**src/rtl/ov7670_capture_pkg.sv**
```systemverilog
// Shared constants, FSM encoding and pattern helper for the OV7670 capture stage.
package ov7670_capture_pkg;

    localparam int c_in_cols     = 160;
    localparam int c_in_rows     = 120;
    localparam int c_img_cols    = c_in_cols / 2;
    localparam int c_img_rows    = c_in_rows / 2;
    localparam int c_img_pxls    = c_img_cols * c_img_rows;
    localparam int c_nb_img_pxls = 13;
    localparam int c_nb_buf      = 12;

    localparam int c_nib_w = 4;
    localparam int c_r_lsb = 8;
    localparam int c_g_lsb = 4;
    localparam int c_b_lsb = 0;

    typedef enum logic [1:0] {
        WAIT_VS_HI = 2'd0,
        WAIT_VS_LO = 2'd1,
        CAPTURE    = 2'd2
    } cap_state_t;

    function automatic logic [c_nb_buf-1:0] bar_pixel(input logic [2:0] bar);
        return {{c_nib_w{bar[2]}}, {c_nib_w{bar[1]}}, {c_nib_w{bar[0]}}};
    endfunction

endpackage

```
**src/rtl/ov7670_sync_edge.sv**
```systemverilog
// Two-flop synchroniser with a third flop for rising/falling edge detection.
module ov7670_sync_edge (
    input  logic clk,
    input  logic rst,
    input  logic din,
    output logic sync,
    output logic rise,
    output logic fall
);

    logic s_p0, s_p1, s_p2;

    always_ff @(posedge clk or negedge rst) begin
        if (!rst) begin
            s_p0 <= 1'b0;
            s_p1 <= 1'b0;
            s_p2 <= 1'b0;
        end else begin
            s_p0 <= din;
            s_p1 <= s_p0;
            s_p2 <= s_p1;
        end
    end

    assign sync = s_p1;
    assign rise = s_p1 & ~s_p2;
    assign fall = s_p2 & ~s_p1;

endmodule

```
**src/rtl/ov7670_capture.sv**
```systemverilog
// Captures the OV7670 byte stream, decimates 2:1 in both axes and writes 12-bit
// pixels in raster order into the frame buffer.
module ov7670_capture
    import ov7670_capture_pkg::*;
#(
    parameter int in_cols = c_in_cols,
    parameter int in_rows = c_in_rows
) (
    input  logic                     clk,
    input  logic                     rst,
    input  logic                     ov7670_pclk,
    input  logic                     ov7670_href,
    input  logic                     ov7670_vsync,
    input  logic [7:0]               ov7670_d,
    input  logic                     rgbmode,
    input  logic                     testmode,
    input  logic [2:0]               rgbfilter,
    output logic                     frame_we,
    output logic [c_nb_img_pxls-1:0] frame_addr,
    output logic [c_nb_buf-1:0]      frame_pixel,
    output logic                     frame_done
);

    localparam int img_pxls = (in_cols / 2) * (in_rows / 2);
    localparam int col_w    = $clog2(in_cols + 1);
    localparam int row_w    = $clog2(in_rows + 1);

    logic pclk_s, pclk_rise, pclk_fall;
    logic href_s, href_rise, href_fall;
    logic vsync_s, vsync_rise, vsync_fall;
    logic unused_edges;

    ov7670_sync_edge u_pclk (.clk(clk), .rst(rst), .din(ov7670_pclk),
                             .sync(pclk_s), .rise(pclk_rise), .fall(pclk_fall));
    ov7670_sync_edge u_href (.clk(clk), .rst(rst), .din(ov7670_href),
                             .sync(href_s), .rise(href_rise), .fall(href_fall));
    ov7670_sync_edge u_vsync (.clk(clk), .rst(rst), .din(ov7670_vsync),
                              .sync(vsync_s), .rise(vsync_rise), .fall(vsync_fall));

    assign unused_edges = ^{pclk_s, pclk_fall, href_rise};

    // data byte: same two-flop depth as the control lines so it stays aligned
    logic [7:0] d_p0, d_p1;

    always_ff @(posedge clk or negedge rst) begin
        if (!rst) begin
            d_p0 <= '0;
            d_p1 <= '0;
        end else begin
            d_p0 <= ov7670_d;
            d_p1 <= d_p0;
        end
    end

    cap_state_t               state;
    logic                     rgb_q, test_q;
    logic [2:0]               filt_q;
    logic [col_w-1:0]         in_col;
    logic [row_w-1:0]         in_row;
    logic                     phase;
    logic [7:0]               b0;
    logic [c_nb_img_pxls-1:0] addr_cnt;
    logic                     byte_stb, wr_ok;

    function automatic logic [c_nb_buf-1:0] format_pixel(
        input logic             rgb,
        input logic             tst,
        input logic [2:0]       filt,
        input logic [7:0]       hi,
        input logic [7:0]       lo,
        input logic [col_w-1:0] col
    );
        logic [c_nb_buf-1:0] px;
        logic [2:0]          bar;
        bar = 3'((col >> 1) / 10);
        if (tst)
            px = bar_pixel(bar);
        else if (rgb)
            px = {hi[3:0], lo};
        else
            px = {4'h0, hi};
        // channel masking only makes sense for RGB; YUV carries luma in [7:0]
        if (rgb) begin
            if (!filt[2]) px[c_r_lsb +: c_nib_w] = '0;
            if (!filt[1]) px[c_g_lsb +: c_nib_w] = '0;
            if (!filt[0]) px[c_b_lsb +: c_nib_w] = '0;
        end
        return px;
    endfunction

    assign byte_stb = pclk_rise & href_s;
    assign wr_ok    = byte_stb & phase & ~in_col[0] & ~in_row[0]
                    & (in_col < col_w'(in_cols))
                    & (in_row < row_w'(in_rows))
                    & (addr_cnt < c_nb_img_pxls'(img_pxls));

    always_ff @(posedge clk or negedge rst) begin
        if (!rst) begin
            state       <= WAIT_VS_HI;
            rgb_q       <= 1'b0;
            test_q      <= 1'b0;
            filt_q      <= '0;
            in_col      <= '0;
            in_row      <= '0;
            phase       <= 1'b0;
            b0          <= '0;
            addr_cnt    <= '0;
            frame_we    <= 1'b0;
            frame_addr  <= '0;
            frame_pixel <= '0;
            frame_done  <= 1'b0;
        end else begin
            frame_we   <= 1'b0;
            frame_done <= 1'b0;
            case (state)
                WAIT_VS_HI: begin
                    if (vsync_s) state <= WAIT_VS_LO;
                end
                WAIT_VS_LO: begin
                    if (vsync_fall) begin
                        rgb_q    <= rgbmode;
                        test_q   <= testmode;
                        filt_q   <= rgbfilter;
                        in_col   <= '0;
                        in_row   <= '0;
                        phase    <= 1'b0;
                        addr_cnt <= '0;
                        state    <= CAPTURE;
                    end
                end
                CAPTURE: begin
                    if (vsync_rise) begin
                        frame_done <= 1'b1;
                        state      <= WAIT_VS_LO;
                    end else if (href_fall) begin
                        in_col <= '0;
                        phase  <= 1'b0;
                        if (in_row < row_w'(in_rows)) in_row <= in_row + 1'b1;
                    end else if (byte_stb) begin
                        if (!phase) begin
                            b0    <= d_p1;
                            phase <= 1'b1;
                        end else begin
                            phase <= 1'b0;
                            if (in_col < col_w'(in_cols)) in_col <= in_col + 1'b1;
                            if (wr_ok) begin
                                frame_we    <= 1'b1;
                                frame_addr  <= addr_cnt;
                                frame_pixel <= format_pixel(rgb_q, test_q, filt_q, b0, d_p1, in_col);
                                addr_cnt    <= addr_cnt + 1'b1;
                            end
                        end
                    end
                end
                default: state <= WAIT_VS_HI;
            endcase
        end
    end

endmodule
```
**config.mk**
```make
export PLATFORM = sky130hd
export DESIGN_NAME = ov7670_capture
export DESIGN_NICKNAME = d
export VERILOG_FILES = /design/src/rtl/ov7670_capture_pkg.sv /design/src/rtl/ov7670_sync_edge.sv /design/src/rtl/ov7670_capture.sv
export SDC_FILE = /design/constraint.sdc
export NUM_CORES = 1
export LEC_CHECK = 0
export BUFFER_PORTS_ARGS = -buffer_cell sky130_fd_sc_hd__buf_2
export CAP_MARGIN = 20
export CORE_MARGIN = 3
export CORE_UTILIZATION = 58
export CTS_CLUSTER_DIAMETER = 40
export DETAILED_ROUTE_END_ITERATION = 7
export PLACE_DENSITY = 0.88
export SLEW_MARGIN = 20
export SYNTH_ARGS = -nofsm -noshare
export SYNTH_HDL_FRONTEND = slang
export SYNTH_SLANG_ARGS = --single-unit
```
**constraint.sdc**
```tcl
create_clock -name clk -period 2.4 [get_ports clk]
set_input_delay 0.36 -clock clk [delete_from_list [all_inputs] [get_ports clk]]
set_output_delay 0.36 -clock clk [all_outputs]
set_load 0.01 [all_outputs]
```
==> metrics.txt, run 1 <==
Unique masters post-synth 57; final slew viol count 0; first-pass GRT wire length 14,900 microns; Place WS 0.151 ns; Top FF cell, synth dfrtp_1; # clock sinks 96; Final Util 69.4%; Port Buf Inserts 44; Reg-to-Reg Start addr_cnt[8]$_DFFE_PN0P_; Max VDD drop 0.442 mV; post-synth top area share 56.6%; Max Freq 445 MHz; GRT overflow 0; RSZ-0062 raised after global routing no; starting density of the core 61.1%; Worst Tran Pin Value 0.515 ns; Max clock buf depth 2; CTS H-tree lvls 3; # IOs 45; status complete, no violations; initial DRC count 205; WL per Instance 16.6 microns; Final Setup Violations 0; Tmin final 2.25 ns; Worst Skew 0.0111 ns; CORE AREA 6940 sq um; Critical Path Source addr_cnt[8]$_DFFE_PN0P_; Arrival @ worst endpoint 2.55 ns; pin count of the biggest net entering global routing 58; Area contributors post-synth dfrtp_1 57%, mux2_2 5.6%, nand2_1 3.4%; Worst-Skew Late Latency 0.36 ns; Clk pin slew, worst setup/hold paths 0.09 ns; FP Rows 30; share of post-route cells with drive strength above 1 24.8%; setup slack after layout 0.153 ns; FFs w/ async S/R, synth 100%; vias in the first global route 3,115; Critical Path End Type flop; EDFF count, synth 0; DRC 0; Reg area 2400 sq um; fin crit share 93.6%; relative slew slack 65.5%; syn_nets 393; Layout Nets 445; gp weighted congestion 0.844; Post-Syn Instances 371; max-cap violation count 0; WP data required 2.70 ns; post-synthesis sequential area ratio 56.6%; CTS root buf clkbuf_8; critical path class flop to flop; P_leak 2.40 nW; Setup TNS 0 ns; cell taking the most area after synthesis dfrtp_1; Num CTS Buffers 9; post-CTS setup buffer count 0; multi-input logic area 1720 sq um; synthesized area 4250 sq um; Synth Warn # 0; crit-path max FO 9; Die Span Y 91.6 microns; CTS tree built; final WL 8690 microns; antenna viol nets, final 0; Pre-antenna DRT Iters 4; post-DR vias/cell 5.92; die area 8380 sq um; min-delay src ov7670_vsync; Antenna diodes 0; GRT Overall Usage 22.3%; placed wire-length estimate 6000 microns; Hold Crit Class input pin to flop; Area Growth Syn to Fin 13.5%; pwr/cell area 657 nW/um^2; via count 3,100; fillers 470; initial antenna violation count 0; Die X 91.6 microns; critical path startpoint category flop; Mapped Avg Cell Area 11.4 sq um; Final Hold Fails 0; #FFs+latches synth 96
synth_stat cells, drive strengths merged, types with 2 or more instances:
| cell | n |
|---|---|
| dfrtp | 96 |
| nand2 | 39 |
| nor2 | 23 |
| mux2 | 21 |
| o21ai | 21 |
| a21oi | 15 |
| xor2 | 13 |
| inv | 11 |
| nor2b | 11 |
| a211oi | 10 |
| and3 | 8 |
| clkbuf | 8 |
| buf | 7 |
| nand2b | 7 |
| nand3 | 7 |
| o211ai | 7 |
| a2bb2oi | 6 |
| nand4 | 6 |
| o2111ai | 5 |
| a22oi | 4 |
| ha | 4 |
| a211o | 3 |
| a21o | 3 |
| a31oi | 3 |
| and2 | 3 |
| and4 | 3 |
| mux2i | 3 |
| xnor2 | 3 |
| a41oi | 2 |
| nor3 | 2 |
| o21a | 2 |
| o22ai | 2 |
| or3 | 2 |
metal layers:
layer	wire length [microns]	global-route usage (%)	vias to the layer above
li1	-	-	1439
met1	3730	30.4	1544
met2	4260	33.4	94
met3	493	6.05	23
met4	200	10.3	0
met5	0	0	-
report_power, final:
group / internal (mW) / switching (mW) / total (mW)
logic: 0.121 / 0.185 / 0.305
registers: 1.69 / 0.0911 / 1.78
clock network: 0.514 / 0.566 / 1.08
total: 2.32 / 0.842 / 3.16
registers in the layout, indices dropped and copies added, names as in the netlist, 2 cells and up:
name and count:
filt_q 3, addr_cnt 13, d_p1 8, d_p0 8, state 2, in_col 8, frame_addr 13, b0 8
in_row 7, frame_pixel 12
kinds of logic (layout without fill, tap and decap cells):
| group | count (synthesis) | after routing | synth area share [%] |
|---|---|---|---|
| muxes | 24 | 24 | 6.28 |
| adders and majority gates | 4 | 4 | 1.18 |
| and+or+nand+nor | 116 | 116 | 14.3 |
| DFF | 96 | 96 | 56.6 |
| buffers and inverters | 26 | 83 | 3.33 |
| AOI/OAI and AO/OA | 89 | 89 | 15.0 |
| xor gates and xnor gates | 16 | 16 | 3.30 |
worst max-delay path, stage by stage, from the launching register on:
cell and delay [ns]:
dfrtp_1 0.46, a21o_1 0.18, a211o_1 0.32, a211oi_4 0.32, buf_4 0.24, o21ai_2 0.11, or4_1 0.47, nand2_1 0.08
worst paths after layout:
kind                                             end  slack (ns)  cells after the start
max in group asynchronous      in_col[6]$_DFFE_PN0P_        1.24                      3
min in group asynchronous  frame_addr[4]$_DFFE_PN0P_        0.49                      2
hold / removal                u_vsync.s_p0$_DFF_PN0_         0.1                      1
setup / recovery             addr_cnt[4]$_DFFE_PN0P_        0.15                      7
setup reg to reg             addr_cnt[4]$_DFFE_PN0P_        0.15                      7
hold reg to reg                    d_p1[0]$_DFF_PN0_        0.35                      0
placed cells by master (no fill, tap or decap), drive strengths merged, types with 3 or more instances in the layout:
cell	instances
a2bb2oi	6
nor2	23
a21oi	15
buf	55
dfrtp	96
nand4	6
a22oi	4
clkbuf	10
ha	4
and3	8
inv	13
nand2b	7
a211oi	10
xor2	13
mux2i	3
a31oi	3
o211ai	7
nor2b	11
a21o	3
and2	3
mux2	21
o2111ai	5
xnor2	3
a211o	3
nand3	7
o21ai	21
nand2	39
and4	3
cell type report:
cell class / instances / share of cell area (%)
clock inverter: 6 / 1.35
inverter: 11 / 0.857
timing repair buffer: 56 / 6.81
multi-input combinational: 249 / 35.8
tap: 96 / 2.49
sequential: 96 / 49.9
clock buffer: 10 / 2.86
per-stage QoR:
step	hold slack, ns	cells	area (sq um)	power, mW
2_1_floorplan	0.0644	371	4250	1.97
3_3_place_gp	0.331	507	4580	2.08
3_5_place_dp	0.336	507	4580	2.10
4_1_cts	0.0847	524	4800	3.17
5_1_grt	0.0820	524	4820	3.30
6_report	0.0986	524	4820	3.16
what timing repair did:
item,4_1_cts,5_1_grt
endpoints found under the hold margin,39,0
resized for setup,0,3
hold buffers,1,0
endpoints found under the setup margin,0,5
(Power assumes the default switching activity.)
==> run 2, diff against run 1 <==
Settings changed: ABC_CLOCK_PERIOD_IN_PS from default to 2400, CORE_UTILIZATION 58 to 60, CTS_BUF_LIST from default to sky130_fd_sc_hd__clkbuf_8, PLACE_DENSITY 0.88 to 0.9.
==> metrics.txt, run 2 (synthesis gave the netlist of run 1 again) <==
Final Setup Violations 0 (unchanged); WP buf/inv 1 (unchanged); WL per Instance 16.9 microns (+1.7%); largest delay contributor family on the critical path compound AO/OA/AOI/OAI gates; critical path class flop to flop; Num CTS Buffers 9 (unchanged); Layout Nets 447 (+0.45%); Hold Crit Class input pin to async pin; Antenna diodes 0 (unchanged); Die X 90.1 microns (-1.6%); most frequent cells in the layout 96 x dfrtp_1, 43 x buf_2, 38 x nand2_1; most common cell after layout, fill and taps aside dfrtp_1; pin count of the biggest net entering global routing 51 (-12%); Arrival @ worst endpoint 2.57 ns (+0.02 ns); Critical Path End Type flop; placed wire-length estimate 5980 microns (-0.31%); WP data required 2.70 ns (about the same); crit-path max FO 7 (-2); gp weighted congestion 0.890 (+5.5%); GRT Overall Usage 22.9% (+0.62 points); pwr/cell area 660 nW/um^2 (+0.53%); FP Rows 30 (unchanged); DRC 0 (unchanged); CTS root buf clkbuf_8; Port Buf Inserts 44 (unchanged); antenna viol nets, final 0 (unchanged); first-pass GRT wire length 14,900 microns (about the same); post-CTS setup buffer count 0 (unchanged); Worst-Skew Late Latency 0.37 ns (about the same); PostCTS Resize Cnt 0 (unchanged); Max clock buf depth 2 (unchanged); Max VDD drop 0.678 mV (+53%); Clk pin slew, worst setup/hold paths 0.10 ns (about the same); Die Span Y 90.1 microns (-1.6%); share of post-route cells with drive strength above 1 25.3% (+0.58 points); Crit-path slowest cell dfrtp_1; CTS H-tree lvls 3 (unchanged); slowest stage delay, CP 0.40 ns (-0.07 ns); Fin Hold WS -0.0110 ns (-0.110 ns); Max Freq 442 MHz (-0.77%); top flop regs addr_cnt: 13 flops, frame_addr: 13 flops, frame_pixel: 12 flops; final WL 8870 microns (+2.1%); P_leak 2.40 nW (+0.17%); RSZ-0062 raised after global routing no; Final Hold Fails 4 (+4); via count 3,097 (-0.097%); initial antenna violation count 0 (unchanged); CTS tree built; Tmin final 2.26 ns (+0.0175 ns); relative slew slack 56.3% (-9.3 points); initial DRC count 232 (+13%); Pre-antenna DRT Iters 7 (+3); status complete, but fails checks; fillers 485 (+3.2%); critical path startpoint category flop; Post-DP Area 4590 sq um (+0.22%); Design Area, Final 4810 sq um (-0.13%); GRT overflow 0 (unchanged); max-cap violation count 0 (unchanged); vias in the first global route 3,046 (-2.2%); final slew viol count 0 (unchanged); Worst Skew 0.0120 ns (+0.000910 ns); CORE AREA 6830 sq um (-1.6%); starting density of the core 62.1% (+1.0 points); Area Growth Syn to Fin 13.3%; post-DR vias/cell 5.89 (-0.48%); failing checks hold timing; fin crit share 94.4% (+0.73 points); Worst Tran Pin Value 0.656 ns (+0.141 ns); # IOs 45 (unchanged); Setup TNS 0 ns (unchanged); Critical Path, Cell by Cell nor2_2 > inv_1 > ha_1 > o31a_1 > nand2b_1 > o22ai_1 > a22oi_1 > a21oi_1; hold buffers post-CTS 0 (-1); overall power 3.18 mW (+0.40%); die area 8120 sq um (-3.1%); # clock sinks 96 (unchanged)
## run 2: cell types whose count changed in the layout (fill, tap and decap cells not counted), sizes merged
cell	before	now
buf	55	58
clkbuf	10	9
clkinv	2	1
dlygate4sd3	1	0
inv	13	15
## run 2: metrics by stage
stage	cells	setup WS, ns	utilization, %
detailed placement	510	0.153	67.2
global placement	510	0.284	67.2
floorplan	371	0.249	-
finish	526	0.135	70.4
CTS	526	0.120	70.3
global route	526	0.0104	70.4
## run 2: worst paths after layout
check                      slack, ns  depth (start not counted)                    endpoint                  start
setup reg to reg                0.14                          8  frame_pixel[2]$_DFFE_PN0P_  in_col[6]$_DFFE_PN0P_
min in group clk                0.09                          1       u_pclk.s_p0$_DFF_PN0_            ov7670_pclk
hold / removal                 -0.01                          1  frame_pixel[1]$_DFFE_PN0P_                    rst
hold reg to reg                 0.35                          0           d_p1[5]$_DFF_PN0_      d_p0[5]$_DFF_PN0_
setup / recovery                0.14                          8  frame_pixel[2]$_DFFE_PN0P_  in_col[6]$_DFFE_PN0P_
max in group asynchronous       1.65                          2   frame_addr[7]$_DFFE_PN0P_                    rst
## run 2: worst register-to-register path: stages, from the launching register on
cell	delay (ns)
dfrtp_1	0.40
nor2_2	0.17
inv_1	0.07
ha_1	0.30
o31a_1	0.37
nand2b_1	0.21
o22ai_1	0.37
a22oi_1	0.15
a21oi_1	0.18
## run 2: final cells by class
cell class / count / area (sq um) / area share, %
inverter: 11 / 41.3 / 0.858
tap: 96 / 120 / 2.50
timing repair buffer: 58 / 328 / 6.81
sequential: 96 / 2400 / 49.9
clock buffer: 9 / 124 / 2.57
multi-input combinational: 249 / 1710 / 35.6
clock inverter: 7 / 83.8 / 1.74
## run 2: power breakdown
group,leakage (nW),internal (mW),switching (mW),total [mW]
Sequential,1.27,1.69,0.0898,1.78
Clock,0.103,0.501,0.595,1.10
Combinational,1.03,0.120,0.183,0.303
Total,2.40,2.31,0.868,3.18
## run 2: layer usage
metal  share of wire, %  GRT usage [%]  vias up
met2                 48           35.7      104
met3                4.8           3.35       21
met5                  0              0        -
met4                2.6           10.5        0
li1                   -              -     1438
met1                 45           32.3     1534
